## src/rtl/i2c_pkg.sv

```systemverilog
// Shared types and constants for the I2C target responder.
package i2c_pkg;

    typedef enum logic {
        WRITE = 1'b0,
        READ  = 1'b1
    } i2c_op_t;

    typedef enum logic [2:0] {
        IDLE,
        ADDR,
        ADDR_ACK,
        WDATA,
        WACK,
        RDATA,
        RACK,
        IGNORE
    } i2c_slave_state_t;

    localparam logic I2C_ACK  = 1'b0;
    localparam logic I2C_NACK = 1'b1;

endpackage

```

## src/rtl/i2c_sync_edge.sv

```systemverilog
// Multi-stage synchronizer with a history flop; emits registered rise/fall pulses
// aligned with the updated level.
module i2c_sync_edge #(
    parameter int unsigned SYNC_STAGES = 2,
    parameter logic        RESET_VAL   = 1'b1
) (
    input  logic clk,
    input  logic rst,
    input  logic raw,
    output logic level,
    output logic rise,
    output logic fall
);

    logic [SYNC_STAGES-1:0] sync_q;
    logic                   hist_q;
    logic                   rise_q;
    logic                   fall_q;

    always_ff @(posedge clk or posedge rst) begin
        if (rst) begin
            sync_q <= {SYNC_STAGES{RESET_VAL}};
            hist_q <= RESET_VAL;
            rise_q <= 1'b0;
            fall_q <= 1'b0;
        end else begin
            sync_q <= {sync_q[SYNC_STAGES-2:0], raw};
            hist_q <= sync_q[SYNC_STAGES-1];
            rise_q <= sync_q[SYNC_STAGES-1] & ~hist_q;
            fall_q <= ~sync_q[SYNC_STAGES-1] & hist_q;
        end
    end

    assign level = hist_q;
    assign rise  = rise_q;
    assign fall  = fall_q;

endmodule

```

## src/rtl/i2c_slave_responder.sv

```systemverilog
// I2C target with a fixed address: delivers written bytes on wr_valid and sources
// read bytes through an rd_req/rd_valid handshake. No clock stretching.
module i2c_slave_responder
    import i2c_pkg::*;
#(
    parameter int unsigned                I2C_ADDR_WIDTH = 7,
    parameter int unsigned                I2C_DATA_WIDTH = 8,
    parameter logic [I2C_ADDR_WIDTH-1:0]  SLAVE_ADDR     = 7'h22,
    parameter int unsigned                SYNC_STAGES    = 2
) (
    input  logic                      clk,
    input  logic                      rst,
    input  logic                      scl_i,
    input  logic                      sda_i,
    output logic                      sda_o,
    output logic [I2C_DATA_WIDTH-1:0] wr_data,
    output logic                      wr_valid,
    output logic                      rd_req,
    input  logic [I2C_DATA_WIDTH-1:0] rd_data,
    input  logic                      rd_valid,
    output logic                      start_det,
    output logic                      stop_det,
    output logic                      busy,
    output logic                      rd_underrun
);

    localparam int unsigned SW = (I2C_ADDR_WIDTH + 1 > I2C_DATA_WIDTH) ?
                                 I2C_ADDR_WIDTH + 1 : I2C_DATA_WIDTH;
    localparam int unsigned CW = $clog2(SW + 1);
    localparam int unsigned DW = I2C_DATA_WIDTH;
    localparam logic [CW-1:0] ADDR_BITS = CW'(I2C_ADDR_WIDTH + 1);
    localparam logic [CW-1:0] DATA_BITS = CW'(I2C_DATA_WIDTH);

    logic scl_lvl, scl_rise, scl_fall;
    logic sda_lvl, sda_rise, sda_fall;

    i2c_sync_edge #(.SYNC_STAGES(SYNC_STAGES), .RESET_VAL(1'b1)) u_scl_sync (
        .clk  (clk),
        .rst  (rst),
        .raw  (scl_i),
        .level(scl_lvl),
        .rise (scl_rise),
        .fall (scl_fall)
    );

    i2c_sync_edge #(.SYNC_STAGES(SYNC_STAGES), .RESET_VAL(1'b1)) u_sda_sync (
        .clk  (clk),
        .rst  (rst),
        .raw  (sda_i),
        .level(sda_lvl),
        .rise (sda_rise),
        .fall (sda_fall)
    );

    i2c_slave_state_t state_q, state_d;
    logic [CW-1:0]    bit_cnt_q, bit_cnt_d;
    logic [SW-1:0]    shift_q, shift_d;
    logic [DW-1:0]    tx_q, tx_d;
    i2c_op_t          rw_q, rw_d;
    logic [DW-1:0]    wr_data_q, wr_data_d;
    logic [DW-1:0]    rd_buf_q, rd_buf_d;
    logic             rd_buf_vld_q, rd_buf_vld_d;
    logic             rd_win_q, rd_win_d;
    logic             sda_q, sda_d;
    logic             busy_q, busy_d;
    logic             wr_valid_q, wr_valid_d;
    logic             rd_req_q, rd_req_d;
    logic             start_q, start_d;
    logic             stop_q, stop_d;
    logic             under_q, under_d;

    logic             start_cond, stop_cond;
    logic             rd_capture, open_win, do_load;
    logic [DW-1:0]    load_byte;

    assign start_cond = sda_fall & scl_lvl;
    assign stop_cond  = sda_rise & scl_lvl;
    assign rd_capture = rd_win_q & rd_valid;
    // A same-cycle rd_valid still counts at the load edge.
    assign load_byte  = rd_capture ? rd_data : rd_buf_q;

    always_comb begin
        state_d      = state_q;
        bit_cnt_d    = bit_cnt_q;
        shift_d      = shift_q;
        tx_d         = tx_q;
        rw_d         = rw_q;
        wr_data_d    = wr_data_q;
        rd_buf_d     = rd_buf_q;
        rd_buf_vld_d = rd_buf_vld_q;
        rd_win_d     = rd_win_q;
        sda_d        = sda_q;
        busy_d       = busy_q;
        wr_valid_d   = 1'b0;
        rd_req_d     = 1'b0;
        start_d      = 1'b0;
        stop_d       = 1'b0;
        under_d      = 1'b0;
        open_win     = 1'b0;
        do_load      = 1'b0;

        if (rd_capture) begin
            rd_buf_d     = rd_data;
            rd_buf_vld_d = 1'b1;
        end

        unique case (state_q)
            IDLE, IGNORE: ;
            ADDR: begin
                if (scl_rise && bit_cnt_q < ADDR_BITS) begin
                    shift_d   = {shift_q[SW-2:0], sda_lvl};
                    bit_cnt_d = bit_cnt_q + CW'(1);
                end
                if (scl_fall && bit_cnt_q == ADDR_BITS) begin
                    bit_cnt_d = '0;
                    if (shift_q[I2C_ADDR_WIDTH:1] == SLAVE_ADDR) begin
                        sda_d   = I2C_ACK;
                        rw_d    = i2c_op_t'(shift_q[0]);
                        state_d = ADDR_ACK;
                    end else begin
                        sda_d   = I2C_NACK;
                        state_d = IGNORE;
                    end
                end
            end
            ADDR_ACK: begin
                if (scl_rise && rw_q == READ) open_win = 1'b1;
                if (scl_fall) begin
                    if (rw_q == READ) begin
                        do_load = 1'b1;
                    end else begin
                        sda_d     = I2C_NACK;
                        bit_cnt_d = '0;
                        state_d   = WDATA;
                    end
                end
            end
            WDATA: begin
                if (scl_rise && bit_cnt_q < DATA_BITS) begin
                    shift_d   = {shift_q[SW-2:0], sda_lvl};
                    bit_cnt_d = bit_cnt_q + CW'(1);
                    if (bit_cnt_q == DATA_BITS - CW'(1)) begin
                        wr_data_d  = {shift_q[DW-2:0], sda_lvl};
                        wr_valid_d = 1'b1;
                    end
                end
                if (scl_fall && bit_cnt_q == DATA_BITS) begin
                    sda_d     = I2C_ACK;
                    bit_cnt_d = '0;
                    state_d   = WACK;
                end
            end
            WACK: begin
                if (scl_fall) begin
                    sda_d   = I2C_NACK;
                    state_d = WDATA;
                end
            end
            RDATA: begin
                if (scl_fall) begin
                    if (bit_cnt_q == DATA_BITS) begin
                        sda_d     = I2C_NACK;
                        bit_cnt_d = '0;
                        state_d   = RACK;
                    end else begin
                        sda_d     = tx_q[DW-1];
                        tx_d      = {tx_q[DW-2:0], 1'b1};
                        bit_cnt_d = bit_cnt_q + CW'(1);
                    end
                end
            end
            RACK: begin
                if (scl_rise) begin
                    if (sda_lvl == I2C_ACK) open_win = 1'b1;
                    else state_d = IGNORE;
                end
                if (scl_fall && rd_win_q) do_load = 1'b1;
            end
        endcase

        if (open_win) begin
            rd_req_d     = 1'b1;
            rd_win_d     = 1'b1;
            rd_buf_d     = '1;
            rd_buf_vld_d = 1'b0;
        end

        // First bit leaves on the load edge; the rest shift out of tx.
        if (do_load) begin
            sda_d        = load_byte[DW-1];
            tx_d         = {load_byte[DW-2:0], 1'b1};
            under_d      = ~(rd_capture | rd_buf_vld_q);
            rd_win_d     = 1'b0;
            rd_buf_d     = '1;
            rd_buf_vld_d = 1'b0;
            bit_cnt_d    = CW'(1);
            state_d      = RDATA;
        end

        if (stop_cond) begin
            stop_d       = 1'b1;
            busy_d       = 1'b0;
            sda_d        = I2C_NACK;
            rd_win_d     = 1'b0;
            rd_buf_vld_d = 1'b0;
            under_d      = 1'b0;
            state_d      = IDLE;
        end else if (start_cond) begin
            start_d      = 1'b1;
            busy_d       = 1'b1;
            sda_d        = I2C_NACK;
            rd_win_d     = 1'b0;
            rd_buf_vld_d = 1'b0;
            under_d      = 1'b0;
            bit_cnt_d    = '0;
            state_d      = ADDR;
        end
    end

    always_ff @(posedge clk or posedge rst) begin
        if (rst) begin
            state_q      <= IDLE;
            bit_cnt_q    <= '0;
            shift_q      <= '0;
            tx_q         <= '1;
            rw_q         <= WRITE;
            wr_data_q    <= '0;
            rd_buf_q     <= '1;
            rd_buf_vld_q <= 1'b0;
            rd_win_q     <= 1'b0;
            sda_q        <= 1'b1;
            busy_q       <= 1'b0;
            wr_valid_q   <= 1'b0;
            rd_req_q     <= 1'b0;
            start_q      <= 1'b0;
            stop_q       <= 1'b0;
            under_q      <= 1'b0;
        end else begin
            state_q      <= state_d;
            bit_cnt_q    <= bit_cnt_d;
            shift_q      <= shift_d;
            tx_q         <= tx_d;
            rw_q         <= rw_d;
            wr_data_q    <= wr_data_d;
            rd_buf_q     <= rd_buf_d;
            rd_buf_vld_q <= rd_buf_vld_d;
            rd_win_q     <= rd_win_d;
            sda_q        <= sda_d;
            busy_q       <= busy_d;
            wr_valid_q   <= wr_valid_d;
            rd_req_q     <= rd_req_d;
            start_q      <= start_d;
            stop_q       <= stop_d;
            under_q      <= under_d;
        end
    end

    assign sda_o       = sda_q;
    assign wr_data     = wr_data_q;
    assign wr_valid    = wr_valid_q;
    assign rd_req      = rd_req_q;
    assign start_det   = start_q;
    assign stop_det    = stop_q;
    assign busy        = busy_q;
    assign rd_underrun = under_q;

endmodule

```

## config.mk

```make
export PLATFORM = sky130hd
export DESIGN_NAME = i2c_slave_responder
export DESIGN_NICKNAME = d
export VERILOG_FILES = /design/src/rtl/i2c_pkg.sv /design/src/rtl/i2c_sync_edge.sv /design/src/rtl/i2c_slave_responder.sv
export SDC_FILE = /design/constraint.sdc
export NUM_CORES = 1
export LEC_CHECK = 0
export BUFFER_PORTS_ARGS = -buffer_cell sky130_fd_sc_hd__buf_2
export CORE_UTILIZATION = 40
export CTS_CLUSTER_SIZE = 30
export DETAILED_ROUTE_END_ITERATION = 12
export GPL_ROUTABILITY_DRIVEN = 0
export GPL_TIMING_DRIVEN = 0
export SLEW_MARGIN = 10
export SYNTH_ARGS = -nofsm -noshare
export SYNTH_HDL_FRONTEND = slang
export SYNTH_SLANG_ARGS = --single-unit
```

## constraint.sdc

```tcl
create_clock -name clk -period 2.44 [get_ports clk]
set_clock_uncertainty 0.15 [all_clocks]
set_input_delay 0.366 -clock clk [delete_from_list [all_inputs] [get_ports clk]]
set_output_delay 0.366 -clock clk [all_outputs]
set_load 0.05 [all_outputs]
```

After elaboration in Yosys (flattened, before gate mapping)
Cells that the tools add are included.
{"block": "classes", "order_cmp": 1, "n_mux": 72, "reduce_logical": 18, "bitwise_logic": 13, "addsub": 1, "eq_ne": 19}
{"cell": "two-way mux 8 bit", "n": 7}
{"cell": "two-way mux 3 bit", "n": 13}
{"cell": "two-way mux 1 bit", "n": 38}
{"cell": "two-way mux 4 bit", "n": 9}
{"cell": "!= test 5 x 4 -> 1 bit, second input constant", "n": 5}
{"cell": "!= test 5 bit, second input constant", "n": 4}
{"cell": "one-hot mux 3 bit (6 select lines)", "n": 1}
{"cell": "one-hot mux 4 bit (3 select lines)", "n": 1}
{"cell": "AND reduction 10 bit", "n": 1}
{"cell": "equality test 3 bit, second input constant", "n": 3}
{"cell": "AND reduction 3 bit", "n": 3}
{"cell": "nonzero test 9 bit", "n": 1}
{"cell": "nonzero test 8 bit", "n": 1}
{"cell": "bitwise AND 1 bit", "n": 7}
{"cell": "equality test 7 x 6 -> 1 bit, second input constant", "n": 1}
{"cell": "AND reduction 7 bit", "n": 1}
{"cell": "equality test 3 x 2 -> 1 bit, second input constant", "n": 2}
{"cell": "nonzero test 2 bit", "n": 3}
{"cell": "inverter 1 bit", "n": 5}
{"cell": "one-hot mux 1 bit (5 select lines)", "n": 1}
{"cell": "nonzero test 5 bit", "n": 1}
{"cell": "adder 4 x 1 -> 4 bit, second input constant", "n": 1}
{"cell": "equality test 4 x 3 -> 1 bit, second input constant", "n": 1}
{"cell": "equality test 4 bit, second input constant", "n": 1}
{"cell": "other kinds (9)", "n": 13}
{"block": "word_totals", "regBits": 59, "input_bits": 13, "word_cells": 148, "out_inout_bits": 15}

Logic depth before layout (Yosys ltp)
{"block": "depth", "depth_word": 8, "mapped_depth": 7, "mapped_depth_nobuf": 7}

By module
A second synthesis with hierarchy kept.
{"block": "hier_totals", "hier_cells": 232, "area_unflattened_um2": 2676.3}
{"module": "i2c_slave_responder", "seq_area_each_um2": 1221.2, "n_inst": 1, "area_per_inst_um2": 2381.0, "cells_each": 216}
{"module": "i2c_sync_edge", "seq_area_each_um2": 128.9, "n_inst": 2, "area_per_inst_um2": 147.6, "cells_each": 8}

Least setup slack after synthesis
Ideal clock, no wire load.
{"block": "synth_timing", "path_type": "register to register", "startpoint": "register bit_cnt_q[0]", "endpoint": "register sda_q (netlist: sda_o)", "setup_time_ns": 0.084, "t_required_ns": 2.206, "period_less_slack_ns": 1.723, "stages_incl_launch_ff": 8, "setup_slack_ns": 0.717, "n_path_buf": 0, "arrival_ns": 1.489, "cell_sequence": "dfrtp_1 -> inv_1 -> ha_1 -> nand3b_1 -> or3b_1 -> o211ai_1 -> o311a_1 -> o31ai_1"}
{"block": "synth_between", "elab_chain_len": 7, "elab_cells_between_ends": 11, "cone_classes": "eq/ne: 3; mux: 6; reduce/logical: 2"}
{"element": "start: declaration", "line": "i2c_slave_responder.sv:56", "source": "logic [CW-1:0] bit_cnt_q, bit_cnt_d;"}
{"element": "start signal: assignment", "line": "i2c_slave_responder.sv:240", "source": "bit_cnt_q <= bit_cnt_d;"}
{"element": "equality test 4 bit *", "line": "i2c_slave_responder.sv:114, i2c_slave_responder.sv:147, i2c_slave_responder.sv:161"}
{"element": "two-way mux 1 bit", "line": "i2c_slave_responder.sv:161", "source": "if (bit_cnt_q == DATA_BITS) begin"}
{"element": "two-way mux 1 bit", "line": "i2c_slave_responder.sv:160", "source": "if (scl_fall) begin"}
{"element": "one-hot mux 1 bit (5 select lines)", "line": "i2c_slave_responder.sv:107", "source": "unique case (state_q)"}
{"element": "two-way mux 1 bit", "line": "i2c_slave_responder.sv:189", "source": "if (do_load) begin"}
{"element": "two-way mux 1 bit", "line": "i2c_slave_responder.sv:208", "source": "end else if (start_cond) begin"}
{"element": "two-way mux 1 bit", "line": "i2c_slave_responder.sv:200", "source": "if (stop_cond) begin"}
{"element": "end signal: assignment", "line": "i2c_slave_responder.sv:231", "source": "sda_q <= 1'b1;"}
{"element": "end signal: assignment", "line": "i2c_slave_responder.sv:248", "source": "sda_q <= sda_d;"}
{"element": "end: declaration", "line": "i2c_slave_responder.sv:64", "source": "logic sda_q, sda_d;"}
Every way passes the cells marked *; elsewhere a longest branch is shown, timed or not. The select of a mux whose other input is x is not followed.
A chain may end at the register's enable or synchronous reset.

Final worst setup path
{"block": "layout_timing", "startpoint": "register bit_cnt_q[0]", "endpoint": "register bit_cnt_q[2]"}
{"block": "layout_between", "elab_chain_len": 8, "elab_cells_between_ends": 13, "cone_classes": "add/sub: 1; order compare: 1; eq/ne: 1; mux: 8; reduce/logical: 2"}
{"element": "less-than comparator 4 bit", "line": "i2c_slave_responder.sv:110, i2c_slave_responder.sv:139"}
{"element": "logical AND 1 bit", "line": "i2c_slave_responder.sv:110, i2c_slave_responder.sv:139"}
{"element": "two-way mux 4 bit", "line": "i2c_slave_responder.sv:110, i2c_slave_responder.sv:139"}
{"element": "two-way mux 4 bit", "line": "i2c_slave_responder.sv:147", "source": "if (scl_fall && bit_cnt_q == DATA_BITS) begin"}
{"element": "one-hot mux 4 bit (3 select lines) *", "line": "i2c_slave_responder.sv:107"}
{"element": "two-way mux 4 bit *", "line": "i2c_slave_responder.sv:189"}
{"element": "two-way mux 4 bit", "line": "i2c_slave_responder.sv:208"}
{"element": "two-way mux 4 bit *", "line": "i2c_slave_responder.sv:200"}
{"element": "via bit_cnt_d[2]", "line": "i2c_slave_responder.sv:56"}
Mark *: on every way through the listed nets, which the timed path passes. The rest lies on a longest branch.

==> impl_metrics.yaml <==
clock_network:
  clk_latency_ns: 0.33
  clock_sinks: 58
  clk_pin_slew_ns: 0.07
  cts_tree: "yes"
  clockRootBuffer: "clkbuf_8"
  postCtsResizedCells: 0
  cts_setup_buffers: 0
  hold_buffers: 3
  htreeDepth: 3
  cts_buffers: 9
  clock_path_buffers: 2
synthesis:
  syn_avg_cell_area_um2: 11.52
  syn_nets: 246
  synth_area_um2: 2661
  synth_top_area_share_pct: 33.85
  synth.distinct_cells: 48
  synth.yosys.seq_area_share_pct: 55.57
  async_flop_share_pct: 100.0
  synth_area_leaders: "dfrtp_1 (34%), dfstp_2 (22%), mux2_2 (6.3%)"
  ys_top_cells_by_count: "dfrtp_1 (36), dfstp_2 (22), nor2_1 (22)"
  synth-main-ff-cell: "dfrtp_1"
  synth_edf_count: 0
  yosys_warnings: 0
  yosysMostFrequentCell: "dfrtp_1"
  ys_seq_elements: 58
  synth_top_area_cell: "dfrtp_1"
  postSynthCellCount: 231
setup_path:
  r2r-start: "bit_cnt_q[0]$_DFF_PP0_"
  critPathLaunchType: "flip-flop"
  critPathCaptureType: "flip-flop"
  reg2reg_to: "bit_cnt_q[2]$_DFF_PP0_"
  required_ns: 2.49
  rrSetupSlack_ns: 0.51
  critical_path_arrival_ns: 1.99
  critical_path.max_fanout: 5
  rr_worst_depth: 7
  critical_path_class: "reg -> reg"
pwr:
  ir_worst_vdd_uv: 436.4
  p_sw_share_pct: 31.02
  switching_power_uw: 802.1
  p_int_uw: 1784
  leakage_uw: 0.001482
  powerDensity_nw_per_um2: 824.5
  power_frac_comb_pct: 20.3
  seqPwrFrac_pct: 46.3
  clock_power_share_pct: 33.4
global_routing:
  grt_max_degree: 36
  gr-usage-all-layers_pct: 15.74
  grt_antenna_before_repair: 0
  overflow: 0
  grt_pass1_wl_um: 8604
  grt_pass1_vias: 1844
run:
  drv_cap: 0
worst_hold_path:
  min_path_cells: 3
  hold_start: "rd_data[3]"
  whs_endpoint: "rd_buf_q[3]$_DFF_PP1_"
  hp-class: "in -> reg"
drt:
  ant_nets: 0
  routed_wl_um: 4939
  drc: 0
  wl_per_cell_um: 13.91
  vias: 1846
  drt_first_pass_iters: 4
  vias_per_cell: 5.200
  drt_iter0_drc: 109
floorplan:
  start_util_pct: 41.67
  ios: 28
  die_area_um2: 6983
  dieWidth_um: 83.57
  fp.dieH_um: 83.57
  rows: 29
  design.core.area_um2: 6386
status:
  outcome: "finished clean"
cells_and_area:
  layout.nets: 288
  drive_gt1_share_pct: 35.97
  area_growth_pct: 17.87
  antennaDiodeCount: 0
  final_util_pct: 49.12
  fillers: 583
  stdcell_area_um2: 3137
sta:
  clock.fmax_mhz: 516.9
  timing.final.hold_violations: 0
  tns_ns: 0
  max_slew.worst_pin.slew_ns: 0.5184
  post-route-period-util_pct: 79.29
  rsz0062_at_grt: "false"
  slew_headroom_pct: 65.39
  drv_slew: 0
  min_period_ns: 1.935
  setup_viol: 0
placement:
  hpwl_um: 3394
  io_buffers: 27
  place_area_um2: 2913
-- power groups by stage --
stage | logic (uW) | clock network, uW | registers [uW]
global placement | 505 | 0 | 1210
CTS | 529 | 892 | 1200
finish | 525 | 865 | 1200
global route | 593 | 925 | 1220
detailed placement | 522 | 0 | 1210
floorplan | 396 | 0 | 1200
-- per-layer routing --
layer  track usage (%)  vias up  part of all wire (%)
li1                  -      899                     -
met1             20.26      899                    48
met2             24.24       38                    46
met3             4.154       10                   3.8
met4             8.475        0                   1.9
met5                 0        -                     0
-- cell type report --
class                           instances  area [um^2]  area share [%]
Sequential cell                        58         1479           47.15
Multi-Input combinational cell        154         1082           34.50
Timing Repair Buffer                   31        185.2           5.903
Clock buffer                            9        123.9           3.949
Tap cell                               77        96.34           3.071
Clock inverter                          7        70.07           2.234
Buffer                                 10        66.31           2.114
Inverter                                9        33.78           1.077
-- worst max-delay path: stages, from the launching register on --
cell,delay (ns)
dfrtp_1,0.43
inv_1,0.08
ha_1,0.21
nand4b_1,0.27
nand2_1,0.20
a21oi_1,0.07
nor3b_2,0.27
o22ai_1,0.13
-- sequential cells by signal, indices dropped and copies added (netlist names), 2 cells and up --
register,count
shift_q,8
wr_data,8
u_scl_sync.sync_q,2
bit_cnt_q,4
state_q,3
tx_q,7
u_sda_sync.sync_q,2
rd_buf_q,8
-- how the worst max path moves through the flow --
stage,start,end,slack [ns],cells past startpoint
after global routing,shift_q[3]$_DFFE_PP0P_,rw_q$_DFFE_PP0P_,0.38,5
after floorplan,rst,bit_cnt_q[0]$_DFF_PP0_,0.53,1
after detailed placement,bit_cnt_q[0]$_DFF_PP0_,bit_cnt_q[2]$_DFF_PP0_,0.54,7
after global placement,rst,busy$_DFFE_PP0P_,-0.24,2
final,bit_cnt_q[0]$_DFF_PP0_,bit_cnt_q[2]$_DFF_PP0_,0.51,7
after CTS,bit_cnt_q[0]$_DFF_PP0_,bit_cnt_q[2]$_DFF_PP0_,0.52,7
-- kinds of logic (layout without fill, tap and decap cells) --
| logic type | count (synthesis) | in the layout | share of synthesized area, % |
|---|---|---|---|
| and+or+nand+nor | 82 | 82 | 16.93 |
| DFF | 58 | 58 | 55.57 |
| AOI/OAI and AO/OA | 39 | 39 | 10.01 |
| muxes | 31 | 31 | 12.79 |
| buffers and inverters | 19 | 66 | 3.761 |
| adders and majority gates | 2 | 2 | 0.9401 |
-- placed cells by master, fill, tap and decap left out, drive strengths merged, types with 4 or more instances in the layout --
cell	netlist	final
buf	10	38
dfrtp	36	36
mux2	24	24
nor2	23	23
dfstp	22	22
nand2	18	18
a21oi	17	17
clkbuf	0	9
inv	9	9
nand3	9	9
mux2i	7	7
nor2b	6	6
o21ai	5	5
nand2b	4	4
clkinvlp	0	4
-- through the flow --
stage                     std cells  power (uW)  worst slack (ns)  hold slack, ns
after floorplan                 231        1600            0.5324          0.1952
after global placement          335        1717           -0.2355          0.1959
after detailed placement        336        1736            0.5358          0.1975
after CTS                       355        2619            0.5235          0.1049
after global routing            355        2737            0.3756          0.1339
final                           355        2586            0.5054          0.1203
(Power assumes the default switching activity.)
